[config.mk]
export PLATFORM = sky130hd
export DESIGN_NAME = sb_chan_fifo
export DESIGN_NICKNAME = d
export VERILOG_FILES = /design/src/rtl/sb_chan_fifo.sv
export SDC_FILE = /design/constraint.sdc
export NUM_CORES = 1
export LEC_CHECK = 0
export CAP_MARGIN = 40
export CORE_MARGIN = 3
export CORE_UTILIZATION = 56
export DETAILED_ROUTE_END_ITERATION = 10
export GPL_ROUTABILITY_DRIVEN = 0
export PLACE_DENSITY = 0.8
export RECOVER_POWER = 50
export SLEW_MARGIN = 5
export SYNTH_ARGS = -nofsm -noshare
export SYNTH_HDL_FRONTEND = slang
export SYNTH_SLANG_ARGS = --single-unit
export TNS_END_PERCENT = 5
[constraint.sdc]
create_clock -name tb_clk -period 5.4 [get_ports tb_clk]
set_input_delay 1.08 -clock tb_clk [delete_from_list [all_inputs] [get_ports tb_clk]]
set_output_delay 1.08 -clock tb_clk [all_outputs]
set_load 0.01 [all_outputs]
[src/rtl/sb_chan_fifo.sv]
// Single-clock expected-value queue for one scoreboard channel.
module sb_chan_fifo #(
  parameter int W     = 32,
  parameter int DEPTH = 8
) (
  input  logic         tb_clk,
  input  logic         tb_rst,
  input  logic         i_push,
  input  logic [W-1:0] i_data,
  input  logic         i_pop,
  output logic         o_full,
  output logic         o_empty,
  output logic [W-1:0] o_head
);

  localparam int AW = $clog2(DEPTH);

  logic [W-1:0]  r_mem [DEPTH];
  logic [AW-1:0] r_wr_ptr;
  logic [AW-1:0] r_rd_ptr;
  logic [AW:0]   r_count;
  logic          w_do_push;
  logic          w_do_pop;

  assign w_do_push = i_push && !o_full;
  assign w_do_pop  = i_pop && !o_empty;

  always_ff @(posedge tb_clk) begin
    if (tb_rst) begin
      r_wr_ptr <= '0;
      r_rd_ptr <= '0;
      r_count  <= '0;
    end else begin
      if (w_do_push) r_wr_ptr <= r_wr_ptr + AW'(1);
      if (w_do_pop)  r_rd_ptr <= r_rd_ptr + AW'(1);
      case ({w_do_push, w_do_pop})
        2'b10:   r_count <= r_count + (AW+1)'(1);
        2'b01:   r_count <= r_count - (AW+1)'(1);
        default: r_count <= r_count;
      endcase
    end
  end

  // NOTE: storage is deliberately not reset; the pointers and count alone define which entries are valid.
  always_ff @(posedge tb_clk) begin
    if (w_do_push) r_mem[r_wr_ptr] <= i_data;
  end

  assign o_full  = (r_count == (AW+1)'(DEPTH));
  assign o_empty = (r_count == '0);
  assign o_head  = r_mem[r_rd_ptr];

endmodule

After elaboration in Yosys (flattened, before gate mapping)
Memories as Yosys holds them, arrays and structs flattened. A register that Yosys moved wholly into a read port is not among the register bits.
Index checks and enable logic that the tools add are counted.
{ "totals": {"register_bits": 10, "ramBits": 256, "input_bits": 36, "output_inout_bits": 34, "wordCells": 22, "n_memories": 1} }
{ "memory_table": {"columns": ["name", "words", "width", "read_ports", "rd_ports_with_merged_regs", "wr", "line_no", "text"], "rows": [
  ["r_mem", 8, 32, 1, 1, 1, "18", "logic [W-1:0] r_mem [DEPTH];"]
]} }
{ "classes": {"n_addsub": 4, "eq_ne": 3, "n_mux": 5, "reduce_logical": 6} }
{ "op_table": {"columns": ["cell", "count"], "rows": [
  ["$pmux W4 S2", 1],
  ["$add A3 B1 Y3 const B", 2],
  ["$mux W3", 2],
  ["$add A4 B1 Y4 const B", 1],
  ["$eq A4 B4 Y1 const B", 1],
  ["$logic_not A4 Y1", 1],
  ["$sub A4 B1 Y4 const B", 1],
  ["$eq A2 B1 Y1 const B", 1],
  ["$eq A2 B2 Y1 const B", 1],
  ["$logic_and A1 B1 Y1", 2],
  ["$logic_not A1 Y1", 2],
  ["$mux W1", 2],
  ["$reduce_bool A2 Y1", 1]
]} }

Depth between registers and ports, before layout
Gate-level depths: netlist (run 1).
{ "logic_depth": {"depth_word": 5, "ltp_mapped": 11, "depth_no_buf": 9} }

Worst setup path before layout (run 1)
OpenSTA, ideal clock, no wires.
{ "synth_path": {"path_type": "input to register", "start": "in i_push", "end": "mem r_mem[0][0], enable pin", "setup_time_ps": 501, "t_arrival_ps": 4208, "t_required_ps": 4899, "path_slack_ps": 690, "path_stages": 2, "path_buffers": 0, "path_cell_list": "nand2_8 nor4_1"} }
{ "synth_between": {"elab_chain_len": 3} }
{ "synth_lines": {"columns": ["item", "line_no", "text"], "rows": [
  ["start: declaration", "8", "input logic i_push,"],
  ["$logic_and A1 B1 Y1", "25", "assign w_do_push = i_push && !o_full;"],
  ["$mux W1", "46", "if (w_do_push) r_mem[r_wr_ptr] <= i_data;"],
  ["$mux W1 (implied by the code)", "46", null],
  ["end: declaration", "18", null]
]} }
Every way passes these cells.

==> results of run 1 <==
worst reg2reg max path, cell delays in order (launching register included):
cell and delay [ps]:
dfxtp_1 390, or4b_4 610, nand2_1 340, ha_1 340, xor2_1 190, ha_1 190
a21oi_1 60, xor2_1 170, or3_1 310, a21oi_1 150
registers in the layout (all words and copies together) (netlist names), named ones only:
name and cells:
r_wr_ptr 3, r_rd_ptr 3, r_count 4, r_mem 256
power groups by stage:
| stage | Clock, mW | Combinational [mW] | Sequential [mW] |
|---|---|---|---|
| 2_1_floorplan | 0 | 0.886 | 2.53 |
| 3_3_place_gp | 0 | 1.18 | 2.63 |
| 3_5_place_dp | 0 | 1.27 | 2.59 |
| 4_1_cts | 1.93 | 1.28 | 2.55 |
| 5_1_grt | 2.02 | 1.34 | 2.57 |
| 6_report | 1.91 | 1.25 | 2.55 |
synth_stat cells (all sizes together):
library cell / count / area share
nor4: 2 / 0.0012
or4b: 1 / 0.0013
buf: 18 / 0.015
dfxtp: 13 / 0.025
nor3: 5 / 0.0024
mux4: 64 / 0.15
a21oi: 3 / 0.0018
xnor2: 1 / 0.00083
o21ai: 1 / 0.00048
or3: 1 / 0.00060
nor2b: 1 / 0.00060
nor2: 12 / 0.0043
edfxtp: 256 / 0.73
clkbuf: 4 / 0.0014
nand2: 5 / 0.0036
nand2b: 2 / 0.0012
nand3: 3 / 0.0019
mux2: 34 / 0.042
xor2: 6 / 0.0057
o41ai: 1 / 0.00083
inv: 1 / 0.00036
ha: 5 / 0.0059
nor4b: 1 / 0.00083
a41oi: 1 / 0.00083
mux2i: 2 / 0.0019
o41a: 1 / 0.0011
layer usage:
layer	track usage	share of wire	up-vias
met1	0.277	0.41	2512
met2	0.324	0.51	158
li1	-	-	2079
met5	0	0	-
met3	0.0378	0.058	38
met4	0.0490	0.022	0
stage by stage:
step	instance area (um^2)	setup WS [ps]
after floorplan	10500	690
after global placement	11500	1640
after detailed placement	11500	1740
after CTS	12400	1180
after global routing	12400	1070
final	12400	1250
final timing paths:
path / to / slack (ps)
min reg2reg: flip-flop / 530
min: flip-flop / 530
max: o_head[11] / 1250
max reg2reg: r_count[2] / 2590
cell families (layout without fill, tap and decap cells):
group,count (synthesis),count (layout)
AO/OA/AOI/OAI,7,7
XOR/XNOR,7,7
adder cells (fa/ha/maj),5,5
buffers and inverters,23,135
flip-flops,269,269
multiplexers,100,100
other,0,1
AND/OR/NAND/NOR,33,33
final cells by class:
class | instances | area share
repair buffers | 86 | 0.0674
clock inverters | 17 | 0.0193
multi-input cells | 152 | 0.195
diodes | 1 | 0.000202
inverters | 1 | 0.000303
clock buffers | 31 | 0.0539
flip-flops and latches | 269 | 0.641
well taps | 229 | 0.0231
==> flow_metrics.py, run 1 <==
metrics = {
    "global_routing": {
        "track_usage": 0.197,
        "grt_max_degree": 65,
        "grt-ovfl-total": 0,
        "grt_pass1_wl_mm": 30.0,
        "grt_pass1_vias": 4999,
        "grt_antenna_before_repair": 1,
    },
    "synth": {
        "synth_compound_area_frac": 0.00500,
        "netlist_instances": 444,
        "synthSimpleGateAreaFrac": 0.0178,
        "ys_warn_count": 0,
        "synth_fa_ha_area_frac": 0.00595,
        "synth_seq_cells": 269,
        "synth_top_family_by_area": "multiplexers",
        "muxShareOfSynthArea": 0.193,
        "ys_seq_area_frac": 0.756,
        "synth_cell_types": 36,
        "synthXorXnorAreaFrac": 0.00654,
        "syn_area_per_cell_um2": 23.7,
        "syn_nets": 485,
        "syn_area_um2": 10500,
    },
    "power": {
        "power.total_mw": 5.71,
        "power.internal_mw": 4.35,
        "ir_drop_v": 0.000318,
        "switching_power_mw": 1.36,
        "pwr-share-clk": 0.334,
        "p_leak_nw": 4.02,
        "p_per_area_nw_per_um2": 460,
        "comb_power_share": 0.219,
        "seqPwrFrac": 0.447,
        "sw_frac_of_total": 0.238,
    },
    "clock_network": {
        "cts.path.max_buffers": 3,
        "clkLatencyLatePin_ps": 530,
        "htreeDepth": 1,
        "root_buffer": "clkbuf_16",
        "cts_sinks": 269,
        "ctsResizeCount": 0,
        "cts_hold_buffers": 0,
        "cts_inserted_buffers": 26,
        "clkTransAtPathRegs_ps": 60,
        "cts_setup_buffers": 0,
        "cts_tree": "yes",
    },
    "worst_setup_path": {
        "critPathCaptureType": "primary output",
        "slowest_stage": "dfxtp_4",
        "cp.arrival_ps": 3070,
        "crit_chain": "buf_12 -> buf_4 -> mux4_1 -> mux2_4 -> clkdlybuf4s50_1",
        "cp_max_fo": 31,
        "crit_family": "buffers and inverters",
        "critical_path_class": "flip-flop to primary output",
        "cp_slowest_stage_delay_ps": 650,
        "r2r_start": "r_count[1]",
        "cp.depth": 5,
        "required_ps": 4320,
        "cp-start-kind": "flip-flop",
        "path_buf_inv": 3,
        "reg2reg_depth": 9,
    },
    "timing": {
        "setup_violations": 0,
        "rsz0062_at_grt": "no",
        "max_freq_mhz": 241,
        "worst_pin_slew_ps": 1090,
        "hold_violations": 0,
        "fin_worst_skew_ps": 19.7,
        "period_share": 0.769,
        "holdWs_ps": 532,
        "setup-tns-final_ps": 0,
        "fin_crit_ps": 4150,
        "drv_slew": 0,
        "slew_headroom": 0.274,
    },
    "floorplan": {
        "dieArea_um2": 20500,
        "fp-row-count": 49,
        "die_h_um": 143,
        "pin_count": 70,
        "die_x_um": 143,
        "core_um2": 18200,
        "start_util": 0.578,
    },
    "route": {
        "routed_wl_mm": 19.2,
        "drt_iter0_drc": 273,
        "dr.pass1.iters": 5,
        "ant_nets": 0,
        "via_per_inst": 6.09,
        "route.detailed.drc": 0,
        "wl_per_cell_um": 24.5,
        "vias": 4787,
    },
    "final_layout": {
        "n_fill_cell": 1059,
        "seqCellArea_um2": 7950,
        "multi_input_area_um2": 2420,
        "syn2layout_area_growth_pct": 18.0,
        "drive_above_1_share": 0.239,
        "fin_util": 0.681,
        "nets": 577,
        "final_cell_mix": "edfxtp_1, clkdlybuf4s50_1, dlygate4sd3_1",
        "final_cell_count_no_fill": 786,
        "final_common_cell": "edfxtp_1",
    },
    "place": {
        "port_buffers": 69,
        "hpwl_mm": 10.5,
        "dp_cells": 737,
    },
    "hold_path": {
        "holdPathStages": 2,
        "hp-start": "r_rd_ptr[2]",
        "hold_path.class": "flip-flop to flip-flop",
    },
    "job": {
        "max-cap-violations": 0,
    },
    "status": {
        "outcome": "completed",
    },
}
No activity file was read; power rests on OpenSTA's default activity.
==> run 2: changes to the inputs <==
--- a/config.mk
+++ b/config.mk
@@ -7,7 +7,7 @@
 export LEC_CHECK = 0
 export CAP_MARGIN = 40
 export CORE_MARGIN = 3
-export CORE_UTILIZATION = 56
+export CORE_UTILIZATION = 53
 export DETAILED_ROUTE_END_ITERATION = 10
 export GPL_ROUTABILITY_DRIVEN = 0
 export PLACE_DENSITY = 0.8
==> constraint.sdc (replaced) <==
create_clock -name tb_clk -period 3.4 [get_ports tb_clk]
set_input_delay 0.68 -clock tb_clk [delete_from_list [all_inputs] [get_ports tb_clk]]
set_output_delay 0.68 -clock tb_clk [all_outputs]
set_load 0.01 [all_outputs]
==> run 2 against run 1 <==
Critical path depth shrank 1. Wire length shrank 1.7%. Sequential cell count is the same. Via count shrank 1.1%. Final area grew 0.21%. Count of clock-buffer cells in the layout shrank 2. Setup slack lost 1100 ps. Critical path type unchanged. Worst hold slack gained 3.5 ps. First-iteration DRC count shrank 1.5%.
==> flow_metrics.py, run 2 (same netlist as run 1, synthesis figures left out) <==
metrics = {
    "timing": {
        "max_freq_mhz": 309,
        "fin_worst_skew_ps": 7.62,
        "slew_headroom": 0.299,
        "worst_pin_slew_ps": 1050,
        "setup_violations": 0,
        "setup_slack_ps": 162,
        "hold_violations": 0,
        "rsz0062_at_grt": "no",
        "drv_slew": 0,
        "fin_crit_ps": 3240,
        "holdWs_ps": 535,
        "period_share": 0.952,
    },
    "clock_network": {
        "cts.path.max_buffers": 3,
        "cts_tree": "yes",
        "cts_inserted_buffers": 26,
        "root_buffer": "clkbuf_16",
        "cts_sinks": 269,
        "clkLatencyLatePin_ps": 510,
        "htreeDepth": 1,
        "clkTransAtPathRegs_ps": 60,
        "cts_hold_buffers": 0,
    },
    "route": {
        "dr.pass1.iters": 4,
        "via_per_inst": 5.79,
        "drt_iter0_drc": 269,
        "vias": 4733,
        "wl_per_cell_um": 23.1,
        "ant_nets": 0,
        "route.detailed.drc": 0,
        "routed_wl_mm": 18.9,
    },
    "worst_setup_path": {
        "r2r_end": "r_count[3]",
        "cp-start-kind": "flip-flop",
        "cp.arrival_ps": 2560,
        "crit_chain": "buf_16 -> mux4_1 -> mux2_4 -> clkdlybuf4s50_1",
        "critPathCaptureType": "primary output",
        "critical_path_class": "flip-flop to primary output",
        "path_buf_inv": 2,
        "reg2reg_depth": 7,
        "rrSetupSlack_ps": 510,
        "crit_family": "multiplexers",
        "required_ps": 2720,
        "cp_slowest_stage_delay_ps": 600,
        "r2r_start": "r_count[1]",
        "cp_max_fo": 31,
        "slowest_stage": "mux4_1",
    },
    "global_routing": {
        "top_usage_layer": "met2",
        "grt_pass1_vias": 5090,
        "track_usage": 0.175,
        "grt-ovfl-total": 0,
        "grt_max_degree": 65,
        "grt.met3_usage": 0.0389,
        "grt_pass1_wl_mm": 29.1,
        "grt_antenna_before_repair": 3,
        "grt_util_met1": 0.240,
        "grt_use_met2": 0.293,
    },
    "power": {
        "pwr-share-clk": 0.318,
        "comb_power_share": 0.234,
        "power.internal_mw": 6.75,
        "p_leak_nw": 4.01,
        "power.total_mw": 8.90,
        "switching_power_mw": 2.15,
        "seqPwrFrac": 0.449,
        "ir_drop_v": 0.000431,
        "sw_frac_of_total": 0.242,
        "p_per_area_nw_per_um2": 716,
    },
    "job": {
        "max-cap-violations": 0,
    },
    "hold_path": {
        "holdPathStages": 2,
        "hp-start": "r_rd_ptr[1]",
        "hold_path.class": "flip-flop to flip-flop",
    },
    "final_layout": {
        "fin_util": 0.652,
        "nets": 579,
        "drive_above_1_share": 0.244,
        "largest_reg_flops": 256,
        "syn2layout_area_growth_pct": 18.2,
        "finish.instance_area_um2": 12400,
        "n_antenna_cell": 0,
        "final_cell_mix": "edfxtp_1, clkdlybuf4s50_1, mux4_2",
        "max_flop_register": "r_mem",
        "final_common_cell": "edfxtp_1",
        "reg_top3": "r_mem (256), r_count (4)",
    },
    "place": {
        "dp_slack_ps": 478,
        "port_buffers": 69,
        "placed_area_um2": 11600,
        "hpwl_mm": 10.3,
    },
    "floorplan": {
        "pin_count": 70,
        "dieArea_um2": 21600,
        "die_h_um": 147,
        "fp-row-count": 50,
        "die_x_um": 147,
        "start_util": 0.551,
        "core_um2": 19100,
    },
    "status": {
        "outcome": "completed",
    },
}
-- run 2: worst reg2reg max path, cell delays in order (launching register included) --
cell and delay [ps]:
dfxtp_1 380, or4b_1 650, nand2_1 390, ha_1 350
nand2_1 80, mux2_2 260, o41ai_1 290, mux2_2 370
-- run 2: how the worst max path moves through the flow --
stage | from | endpoint | slack [ps] | cells past startpoint
global route | flip-flop | o_head[12] | 60 | 4
floorplan | r_count[0] | r_mem[4][0] | -120 | 4
finish | flip-flop | o_head[12] | 160 | 4
detailed placement | i_push | r_count[3] | 480 | 7
CTS | flip-flop | o_head[19] | 140 | 4
global placement | flip-flop | o_head[11] | 540 | 4
-- run 2: area by class of cell --
cell class	count	area (um^2)
sequential	269	7950
fill	1211	6650
multi-input combinational	152	2420
timing repair buffer	88	877
clock buffer	29	683
tap	260	325
clock inverter	18	173
inverter	1	3.75
-- run 2: layer usage --
layer,up-vias,part of all wire
met1,2469,0.42
met5,-,0.0022
met3,27,0.069
met2,153,0.50
li1,2078,-
met4,6,0.014
-- run 2: power groups by stage --
stage | clock network, mW | registers, mW | logic [mW]
final | 2.83 | 3.99 | 2.08
after global placement | 0 | 4.07 | 2.03
after detailed placement | 0 | 4.09 | 2.07
after floorplan | 0 | 4.02 | 1.41
after CTS | 2.88 | 4.00 | 2.14
after global routing | 3.01 | 4.01 | 2.24
-- run 2: repair_timing --
action / CTS / global route
endpoints found under the setup margin: 10 / 0
endpoints found under the hold margin: 0 / 0
gates resized for setup: 1 / 0
buffers inserted: 2 / 0
-- run 2: per-stage QoR --
step                std cells  setup TNS (ps)
floorplan                 444          -11510
global placement          768               0
detailed placement        768               0
CTS                       817               0
global route              817               0
finish                    817               0
